`config.mk`:
```
export PLATFORM = sky130hd
export DESIGN_NAME = progloader_axi_burst
export DESIGN_NICKNAME = d
export VERILOG_FILES = /design/src/rtl/progloader_axi_burst.sv
export SDC_FILE = /design/constraint.sdc
export NUM_CORES = 1
export LEC_CHECK = 0
export BUFFER_PORTS_ARGS = -buffer_cell sky130_fd_sc_hd__buf_4
export CORE_MARGIN = 3
export CORE_UTILIZATION = 40
export DETAILED_ROUTE_END_ITERATION = 16
export PLACE_DENSITY_LB_ADDON = 0.05
export SLEW_MARGIN = 5
export SYNTH_ARGS = -nofsm -noshare
export SYNTH_HDL_FRONTEND = slang
export SYNTH_SLANG_ARGS = --single-unit
```
`constraint.sdc`:
```
create_clock -name clk -period 2.2 [get_ports clk]
set_clock_uncertainty 0.2 [all_clocks]
set_input_delay 0.11 -clock clk [delete_from_list [all_inputs] [get_ports clk]]
set_output_delay 0.11 -clock clk [all_outputs]
set_load 0.005 [all_outputs]
```
`src/rtl/progloader_axi_burst.sv`:
```
// progloader_axi_burst
// Receives a framed byte stream (address, word count, N data words, checksum; all fields LSB
// byte first) and writes each assembled word to memory over an AXI4-Lite write channel.
// Ports:
//   clk, rst                 clock and synchronous active-high reset
//   en, hold                 loader enable; core busy (blocks only the start of a new frame)
//   in_valid, in_byte        one-cycle byte strobe from the UART receiver
//   axi_aw*/axi_w*/axi_b*    AXI4-Lite write address, write data and write response channels
//   busy, done               not-idle flag; one-cycle end-of-frame pulse
//   err_resp/csum/ovr/abort  sticky status flags, cleared when a new frame starts
//   words_written            words written in the current or last frame
module progloader_axi_burst #(
    parameter int unsigned ADDR_W     = 32,
    parameter int unsigned DATA_WIDTH = 32,
    parameter int unsigned LEN_BYTES  = 2
) (
    input  logic                    clk,
    input  logic                    rst,
    input  logic                    en,
    input  logic                    hold,
    input  logic                    in_valid,
    input  logic [7:0]              in_byte,
    output logic [ADDR_W-1:0]       axi_awaddr,
    output logic                    axi_awvalid,
    input  logic                    axi_awready,
    output logic [DATA_WIDTH-1:0]   axi_wdata,
    output logic [DATA_WIDTH/8-1:0] axi_wstrb,
    output logic                    axi_wvalid,
    input  logic                    axi_wready,
    output logic                    axi_bready,
    input  logic                    axi_bvalid,
    input  logic [1:0]              axi_bresp,
    output logic                    busy,
    output logic                    done,
    output logic                    err_resp,
    output logic                    err_csum,
    output logic                    err_ovr,
    output logic                    err_abort,
    output logic [31:0]             words_written
);

    localparam int unsigned LEN_W = LEN_BYTES * 8;
    localparam logic [7:0] ADDR_LAST = 8'(ADDR_W / 8 - 1);
    localparam logic [7:0] LEN_LAST  = 8'(LEN_BYTES - 1);
    localparam logic [7:0] DATA_LAST = 8'(DATA_WIDTH / 8 - 1);
    localparam logic [ADDR_W-1:0] ADDR_STEP = ADDR_W'(DATA_WIDTH / 8);
    localparam logic [LEN_W-1:0]  LEN_ONE   = LEN_W'(1);

    typedef enum logic [2:0] {
        StIdle, StAddr, StLen, StData, StWrite, StResp, StCsum, StDone
    } state_t;

    state_t                  state;
    logic [7:0]              byte_cnt;
    logic [LEN_W-1:0]        remaining;
    logic [DATA_WIDTH-1:0]   data_sr;
    logic [7:0]              sum;
    logic                    aw_done;
    logic                    w_done;
    logic                    abort_pend;

    logic [ADDR_W-1:0]       addr_shift;
    logic [LEN_W-1:0]        len_shift;
    logic [DATA_WIDTH-1:0]   data_shift;
    logic [7:0]              sum_next;
    logic [LEN_W-1:0]        rem_dec;
    logic                    aw_ok;
    logic                    w_ok;

    // Fields arrive LSB byte first: each new byte enters at the top and the register shifts
    // down, so after the last byte the value is in natural order.
    always_comb begin
        addr_shift = (axi_awaddr >> 8) | (ADDR_W'(in_byte) << (ADDR_W - 8));
        len_shift  = (remaining >> 8) | (LEN_W'(in_byte) << (LEN_W - 8));
        data_shift = (data_sr >> 8) | (DATA_WIDTH'(in_byte) << (DATA_WIDTH - 8));
        sum_next   = sum + in_byte;
        rem_dec    = remaining - LEN_ONE;
        // A channel counts as complete if it finished earlier or handshakes this cycle.
        aw_ok      = aw_done | (axi_awvalid & axi_awready);
        w_ok       = w_done | (axi_wvalid & axi_wready);
    end

    assign axi_wstrb = '1;
    assign busy      = (state != StIdle);

    always_ff @(posedge clk) begin
        if (rst) begin
            state         <= StIdle;
            byte_cnt      <= '0;
            remaining     <= '0;
            data_sr       <= '0;
            sum           <= '0;
            aw_done       <= 1'b0;
            w_done        <= 1'b0;
            abort_pend    <= 1'b0;
            axi_awaddr    <= '0;
            axi_awvalid   <= 1'b0;
            axi_wdata     <= '0;
            axi_wvalid    <= 1'b0;
            axi_bready    <= 1'b0;
            done          <= 1'b0;
            err_resp      <= 1'b0;
            err_csum      <= 1'b0;
            err_ovr       <= 1'b0;
            err_abort     <= 1'b0;
            words_written <= '0;
        end else begin
            done <= 1'b0;
            unique case (state)
                StIdle: begin
                    if (en && !hold) begin
                        state         <= StAddr;
                        byte_cnt      <= '0;
                        sum           <= '0;
                        abort_pend    <= 1'b0;
                        words_written <= '0;
                        err_resp      <= 1'b0;
                        err_csum      <= 1'b0;
                        err_ovr       <= 1'b0;
                        err_abort     <= 1'b0;
                    end
                end
                StAddr: begin
                    if (!en) begin
                        state     <= StIdle;
                        err_abort <= 1'b1;
                    end else if (in_valid) begin
                        sum        <= sum_next;
                        axi_awaddr <= addr_shift;
                        if (byte_cnt == ADDR_LAST) begin
                            byte_cnt <= '0;
                            state    <= StLen;
                        end else begin
                            byte_cnt <= byte_cnt + 8'd1;
                        end
                    end
                end
                StLen: begin
                    if (!en) begin
                        state     <= StIdle;
                        err_abort <= 1'b1;
                    end else if (in_valid) begin
                        sum       <= sum_next;
                        remaining <= len_shift;
                        if (byte_cnt == LEN_LAST) begin
                            byte_cnt <= '0;
                            state    <= (len_shift == '0) ? StCsum : StData;
                        end else begin
                            byte_cnt <= byte_cnt + 8'd1;
                        end
                    end
                end
                StData: begin
                    if (!en) begin
                        state     <= StIdle;
                        err_abort <= 1'b1;
                    end else if (in_valid) begin
                        sum     <= sum_next;
                        data_sr <= data_shift;
                        if (byte_cnt == DATA_LAST) begin
                            byte_cnt    <= '0;
                            axi_wdata   <= data_shift;
                            axi_awvalid <= 1'b1;
                            axi_wvalid  <= 1'b1;
                            aw_done     <= 1'b0;
                            w_done      <= 1'b0;
                            state       <= StWrite;
                        end else begin
                            byte_cnt <= byte_cnt + 8'd1;
                        end
                    end
                end
                StWrite: begin
                    // An abort here is deferred until the B response retires the write.
                    if (!en) abort_pend <= 1'b1;
                    if (in_valid) err_ovr <= 1'b1;
                    if (axi_awvalid && axi_awready) begin
                        axi_awvalid <= 1'b0;
                        aw_done     <= 1'b1;
                    end
                    if (axi_wvalid && axi_wready) begin
                        axi_wvalid <= 1'b0;
                        w_done     <= 1'b1;
                    end
                    if (aw_ok && w_ok) begin
                        axi_bready <= 1'b1;
                        state      <= StResp;
                    end
                end
                StResp: begin
                    if (!en) abort_pend <= 1'b1;
                    if (in_valid) err_ovr <= 1'b1;
                    if (axi_bvalid && axi_bready) begin
                        axi_bready    <= 1'b0;
                        if (axi_bresp != 2'b00) err_resp <= 1'b1;
                        words_written <= words_written + 32'd1;
                        axi_awaddr    <= axi_awaddr + ADDR_STEP;
                        remaining     <= rem_dec;
                        if (!en || abort_pend) begin
                            state     <= StIdle;
                            err_abort <= 1'b1;
                        end else if (rem_dec == '0) begin
                            state <= StCsum;
                        end else begin
                            state <= StData;
                        end
                    end
                end
                StCsum: begin
                    if (!en) begin
                        state     <= StIdle;
                        err_abort <= 1'b1;
                    end else if (in_valid) begin
                        // Sum over the whole frame, checksum byte included, must be zero.
                        if (sum_next != 8'h00) err_csum <= 1'b1;
                        done  <= 1'b1;
                        state <= StDone;
                    end
                end
                StDone: begin
                    if (in_valid) err_ovr <= 1'b1;
                    state <= StIdle;
                end
                default: state <= StIdle;
            endcase
        end
    end

endmodule

```
* After elaboration in Yosys (flattened, before gate mapping)
Cells that the tools add are included.
** Operators by class
- Reduce and logical (&&, ||, !) cells :: 47
- Bitwise gates (word level) :: 9
- Equality and inequality tests :: 40
- $add $sub $neg :: 5
- Mux-type cells :: 73
** Operator list (count)
- 32-bit 2-to-1 mux :: 5
- 32-bit one-hot mux with 2 select lines :: 2
- 8-bit 2-to-1 mux :: 9
- 24-bit by 32-bit bitwise OR with 32-bit output :: 2
- 3-bit 2-to-1 mux :: 17
- 16-bit 2-to-1 mux :: 3
- 2-bit != test, second input constant :: 19
- 32-bit by 1-bit adder with 32-bit output, second input constant :: 1
- 32-bit by 3-bit adder with 32-bit output, second input constant :: 1
- 16-bit zero test :: 2
- 16-bit one-hot mux with 2 select lines :: 1
- 3-bit one-hot mux with 8 select lines :: 1
- 8-bit one-hot mux with 3 select lines :: 1
- 1-bit 2-to-1 mux :: 23
- 3-bit != test, second input constant :: 7
- 4-bit AND reduction :: 5
- 5-bit AND reduction :: 4
- 2-bit nonzero test :: 10
- 1-bit one-hot mux with 2 select lines :: 9
- 8-bit by 16-bit bitwise OR with 16-bit output :: 1
- 8-bit one-hot mux with 2 select lines :: 1
- 16-bit by 1-bit subtractor with 16-bit output, second input constant :: 1
- 3-bit AND reduction :: 5
- 3-bit == test, second input constant :: 4
- 22 further kinds :: 40
** Storage, ports and cells
- Output and inout port bits :: 109
- Bits in registers :: 174
- Input port bits :: 18
- Word-level logic and storage cells :: 193

* Logic depth before layout (Yosys ltp)
- Word-level depth :: 7
- Gate-level depth with buffers :: 9
- Depth with buffers taken out :: 8

* Least setup slack after synthesis
No wires, ideal clock.
- Path kind :: flip-flop to flip-flop
- Start point :: register axi_awaddr[2]
- End point :: register axi_awaddr[26]
- Data required time :: 1866 ps
- Period minus slack after synthesis :: 2209 ps
- Arrival time :: 1875 ps
- Path buffers :: 1
- Path slack :: -9 ps
- Cell stages (with the launch flop) :: 8
- Library setup time :: 134 ps
- Cells stage by stage :: dfxtp_1 -> ha_1 -> nand3_1 -> or2_1 -> clkbuf_1 -> or4_4 -> o32ai_1 -> a211oi_1
** On the way
- Cells in the longest elaborated chain, start to end :: 3
** Ends and longest elaborated chain
- start: declaration :: line 23 : output logic [ADDR_W-1:0] axi_awaddr,
- start signal: assignment :: line 129 : axi_awaddr <= addr_shift;
- start signal: assignment :: line 197 : axi_awaddr <= axi_awaddr + ADDR_STEP;
- 32-bit by 3-bit adder with 32-bit output :: line 197
- 32-bit 2-to-1 mux :: line 193 : if (axi_bvalid && axi_bready) begin
- 32-bit one-hot mux with 2 select lines :: line 109 : unique case (state)
No other way between the ends. The select of a mux whose other input is x is not followed.
A chain may end at the register's enable or synchronous reset.

* Worst setup path after layout
- Start point :: register sum[0]
- End point :: register sum[6]
** On the way
- Cells in the longest elaborated chain, start to end :: 4
** Ends and longest elaborated chain
- start: declaration :: line 57 : logic [7:0] sum;
- start signal: assignment :: line 128 : sum <= sum_next;
- start signal: assignment :: line 143 : sum <= sum_next;
- start signal: assignment :: line 158 : sum <= sum_next;
- 8-bit adder :: line 76 : sum_next = sum + in_byte;
- 8-bit 2-to-1 mux :: line 127, 142, 157
- 8-bit 2-to-1 mux :: line 154 : if (!en) begin
- 8-bit one-hot mux with 2 select lines :: line 109
No other way between the ends. The select of a mux whose other input is x is not followed.

==> flow_summary.yaml <==
outcome:
  outcome: "finished, final reports clean"
sta:
  finalCriticalPeriod_ps: 2170
  fin_crit_sh_pct: 98.5
  whs_ps: 101
  setup_ws_ps: 33.6
  fmax_mhz: 462
  setup_viol: 0
  slew_violations: 0
  hold_viol: 0
  rsz0062_at_grt: "yes"
clocking:
  clockRootBuffer: "clkbuf_16"
  cts_buffer_depth: 2
  cts_tree: "built"
  clock_latency_ps: 430
  cts_num_sinks: 166
  path_clk_slew_ps: 70
  ctsHtreeMaxLevel: 4
  numCtsBuffers: 17
logic_synthesis:
  yosysWarnings: 0
  synthTopCellsByCount: "nand2_1 (188), dfxtp_1 (166), nor2_1 (129), a21oi_1 (115), clkbuf_1 (44)"
  synth_edf_count: 0
  yosys.area_share.adder_pct: 2.24
  async_flop_share_pct: 0
  syn_avg_cell_area_um2: 7.76
  netlist.top_cell.by_area: "dfxtp_1"
  synth_top_family_by_area: "simple AND/OR/NAND/NOR gates"
  syn_inst: 1051
  ys_types: 75
  synth_seq_cells: 166
  muxShareOfSynthArea_pct: 0.614
  yosys.area_share.simple_pct: 27.1
  synthFlopType: "dfxtp_1"
  synth_area_mm2: 0.00815
  synth-seq-area-share_pct: 40.8
  synthXorXnorAreaFrac_pct: 4.51
  synth-compound-area-share_pct: 19.5
  yosysMostFrequentCell: "nand2_1"
  synth_area_leaders: "dfxtp_1 (41%), nand2_1 (8.7%), a21oi_1 (7.1%)"
  synth_top_area_share_pct: 40.8
pwr:
  switching_share_pct: 31.7
  power_density_mw_per_mm2: 735
  combPwrFrac_pct: 21.0
  power_switching_uw: 2500
  pwr-share-seq_pct: 40.7
  p_leak_uw: 0.00411
  p_clk_share_pct: 38.2
  intPower_uw: 5400
  ir_worst_vdd_mv: 0.555
routing:
  drt-total-wl_mm: 23.6
  vias_per_cell: 5.30
  ant_nets: 0
  dr.pass1.iters: 5
  via_count: 8028
  wl_per_cell_um: 15.6
  drc: 0
  drtIter0Drc: 482
finish:
  area_growth_pct: 32.0
  drive_gt1_share_pct: 23.7
  final_area_mm2: 0.0108
  nNetsFinal: 1267
  layout.cells.non_filler: 1514
critical_path:
  endpoint_kind: "flop"
  slowest_delay_ps: 410
  rr_worst_depth: 8
  crit_slowest_cell: "fa_2"
  critPathTopFamily: "adder cells"
  crit_path_start_kind: "flop"
  worstSetupStartpoint: "sum[0]$_SDFFE_PP0P_"
  criticalPathCategory: "reg2reg"
  cp_num_buf_inv: 0
  crit_cells: 8
  rrSetupSlack_ps: 30
  required_ps: 2310
  cp_max_fo: 2
  regToRegStartpoint: "sum[0]$_SDFFE_PP0P_"
  timing.rr.end: "sum[6]$_SDFFE_PP0P_"
  crit_arrival_ps: 2280
  crit_chain: "ha_4 -> fa_2 -> nand3_2 -> a21boi_2 -> o21a_1 -> or3_1 -> a32oi_1 -> nor2_1"
global_routing:
  use_met2_pct: 34.0
  antenna_found_initial: 1
  top_usage_layer: "met2"
  grt_pass1_wl_mm: 38.2
  overflow: 0
  track_usage_pct: 21.0
  grtUsageMet3_pct: 3.80
  grt_max_degree: 57
  grt_pass1_vias: 7476
  grt_util_met1_pct: 29.1
die:
  core_mm2: 0.0197
  start_util_pct: 41.4
  num_rows: 51
  die_h_um: 149
  die_w_um: 149
  ioPinCount: 127
  dieArea_mm2: 0.0221
place:
  pre_cts_slack_ps: -13.1
  port_buffers: 122
  placed_area_mm2: 0.00985
  placed_cells: 1463
  gp_congestion: 0.854
  place_hpwl_mm: 16.4
min_path:
  hold_end: "err_resp$_SDFFE_PP0P_"
  min_from: "hold"
  hp-class: "in2reg"
  holdPathStages: 6
flow_run:
  cap_violations: 0
-- worst min-delay path: stages --
cell     delay [ps]
buf_4            90
nor2b_1          60
buf_4           140
nand2_1         110
nand2_1          70
a21oi_1         110
-- worst max-delay path by stage --
| stage | slack (ps) | end |
|---|---|---|
| after floorplan | 3 | axi_awaddr[26]$_SDFFE_PP0P_ |
| after global placement | 30 | sum[6]$_SDFFE_PP0P_ |
| after detailed placement | -10 | err_csum$_SDFFE_PP0P_ |
| after CTS | 10 | sum[6]$_SDFFE_PP0P_ |
| after global routing | -80 | sum[6]$_SDFFE_PP0P_ |
| final | 30 | sum[6]$_SDFFE_PP0P_ |
-- cell type report --
type | count | area, um2
fillers | 1908 | 8950
multi-input cells | 802 | 4530
flip-flops and latches | 166 | 3330
repair buffers | 234 | 1910
clock buffers | 17 | 425
well taps | 265 | 332
clock inverters | 15 | 179
inverters | 14 | 52.6
diodes | 1 | 2.50
-- layout by cell type, fill, tap and decap left out, types with 11 or more instances in the layout --
cell | Yosys | final
nand3_1 | 39 | 38
nand4_1 | 17 | 17
nor2_1 | 129 | 128
nor3_1 | 26 | 26
or3_1 | 12 | 12
inv_1 | 13 | 13
xnor2_1 | 17 | 17
xor2_1 | 25 | 25
dfxtp_1 | 166 | 161
and3_1 | 11 | 11
a22oi_1 | 20 | 20
dlygate4sd3_1 | 0 | 17
buf_4 | 6 | 206
clkbuf_16 | 0 | 17
nand2_1 | 188 | 188
o21ai_0 | 39 | 39
a21oi_1 | 115 | 113
a211oi_1 | 13 | 12
a31oi_1 | 12 | 12
-- per-stage QoR --
step                total power, uW  TNS, ps  util (%)
finish                         7910        0      54.6
detailed placement             4850    -13.1      49.9
global route                   8290     -132      54.6
CTS                            7920        0      53.9
global placement               4850        0      49.9
floorplan                      4210        0         -
-- layer usage --
layer | up-vias | wire (um)
met5 | - | 0
met4 | 0 | 275
met3 | 28 | 1170
met2 | 178 | 10800
met1 | 3750 | 11400
li1 | 4072 | -
-- power groups by stage --
stage	logic, uW	clock network (uW)	registers [uW]
6_report	1660	3020	3220
5_1_grt	1840	3210	3240
4_1_cts	1610	3090	3220
3_5_place_dp	1570	0	3290
3_3_place_gp	1570	0	3290
2_1_floorplan	937	0	3270
-- state kept, by name (all words and copies together) (netlist names), 3 cells and up --
signal         cells
axi_awaddr        32
axi_wdata         32
byte_cnt           8
data_sr           24
remaining         16
state              3
sum                8
words_written     32
-- logic make-up after synthesis --
group,Yosys count
other,1
AND/OR/NAND/NOR,477
XOR/XNOR,42
multiplexers,5
buffers and inverters,86
flip-flops,166
adder cells (fa/ha/maj),14
AO/OA/AOI/OAI,260
-- what timing repair did --
| item | CTS | global route |
|---|---|---|
| endpoints found under the setup margin | 2 | 21 |
| pin swaps | 0 | 7 |
| buffers inserted | 0 | 2 |
| gates cloned | 0 | 0 |
| endpoints found under the hold margin | 49 | 0 |
| hold buffers | 17 | 0 |
| resized for setup | 2 | 29 |
(Power assumes the default switching activity.)
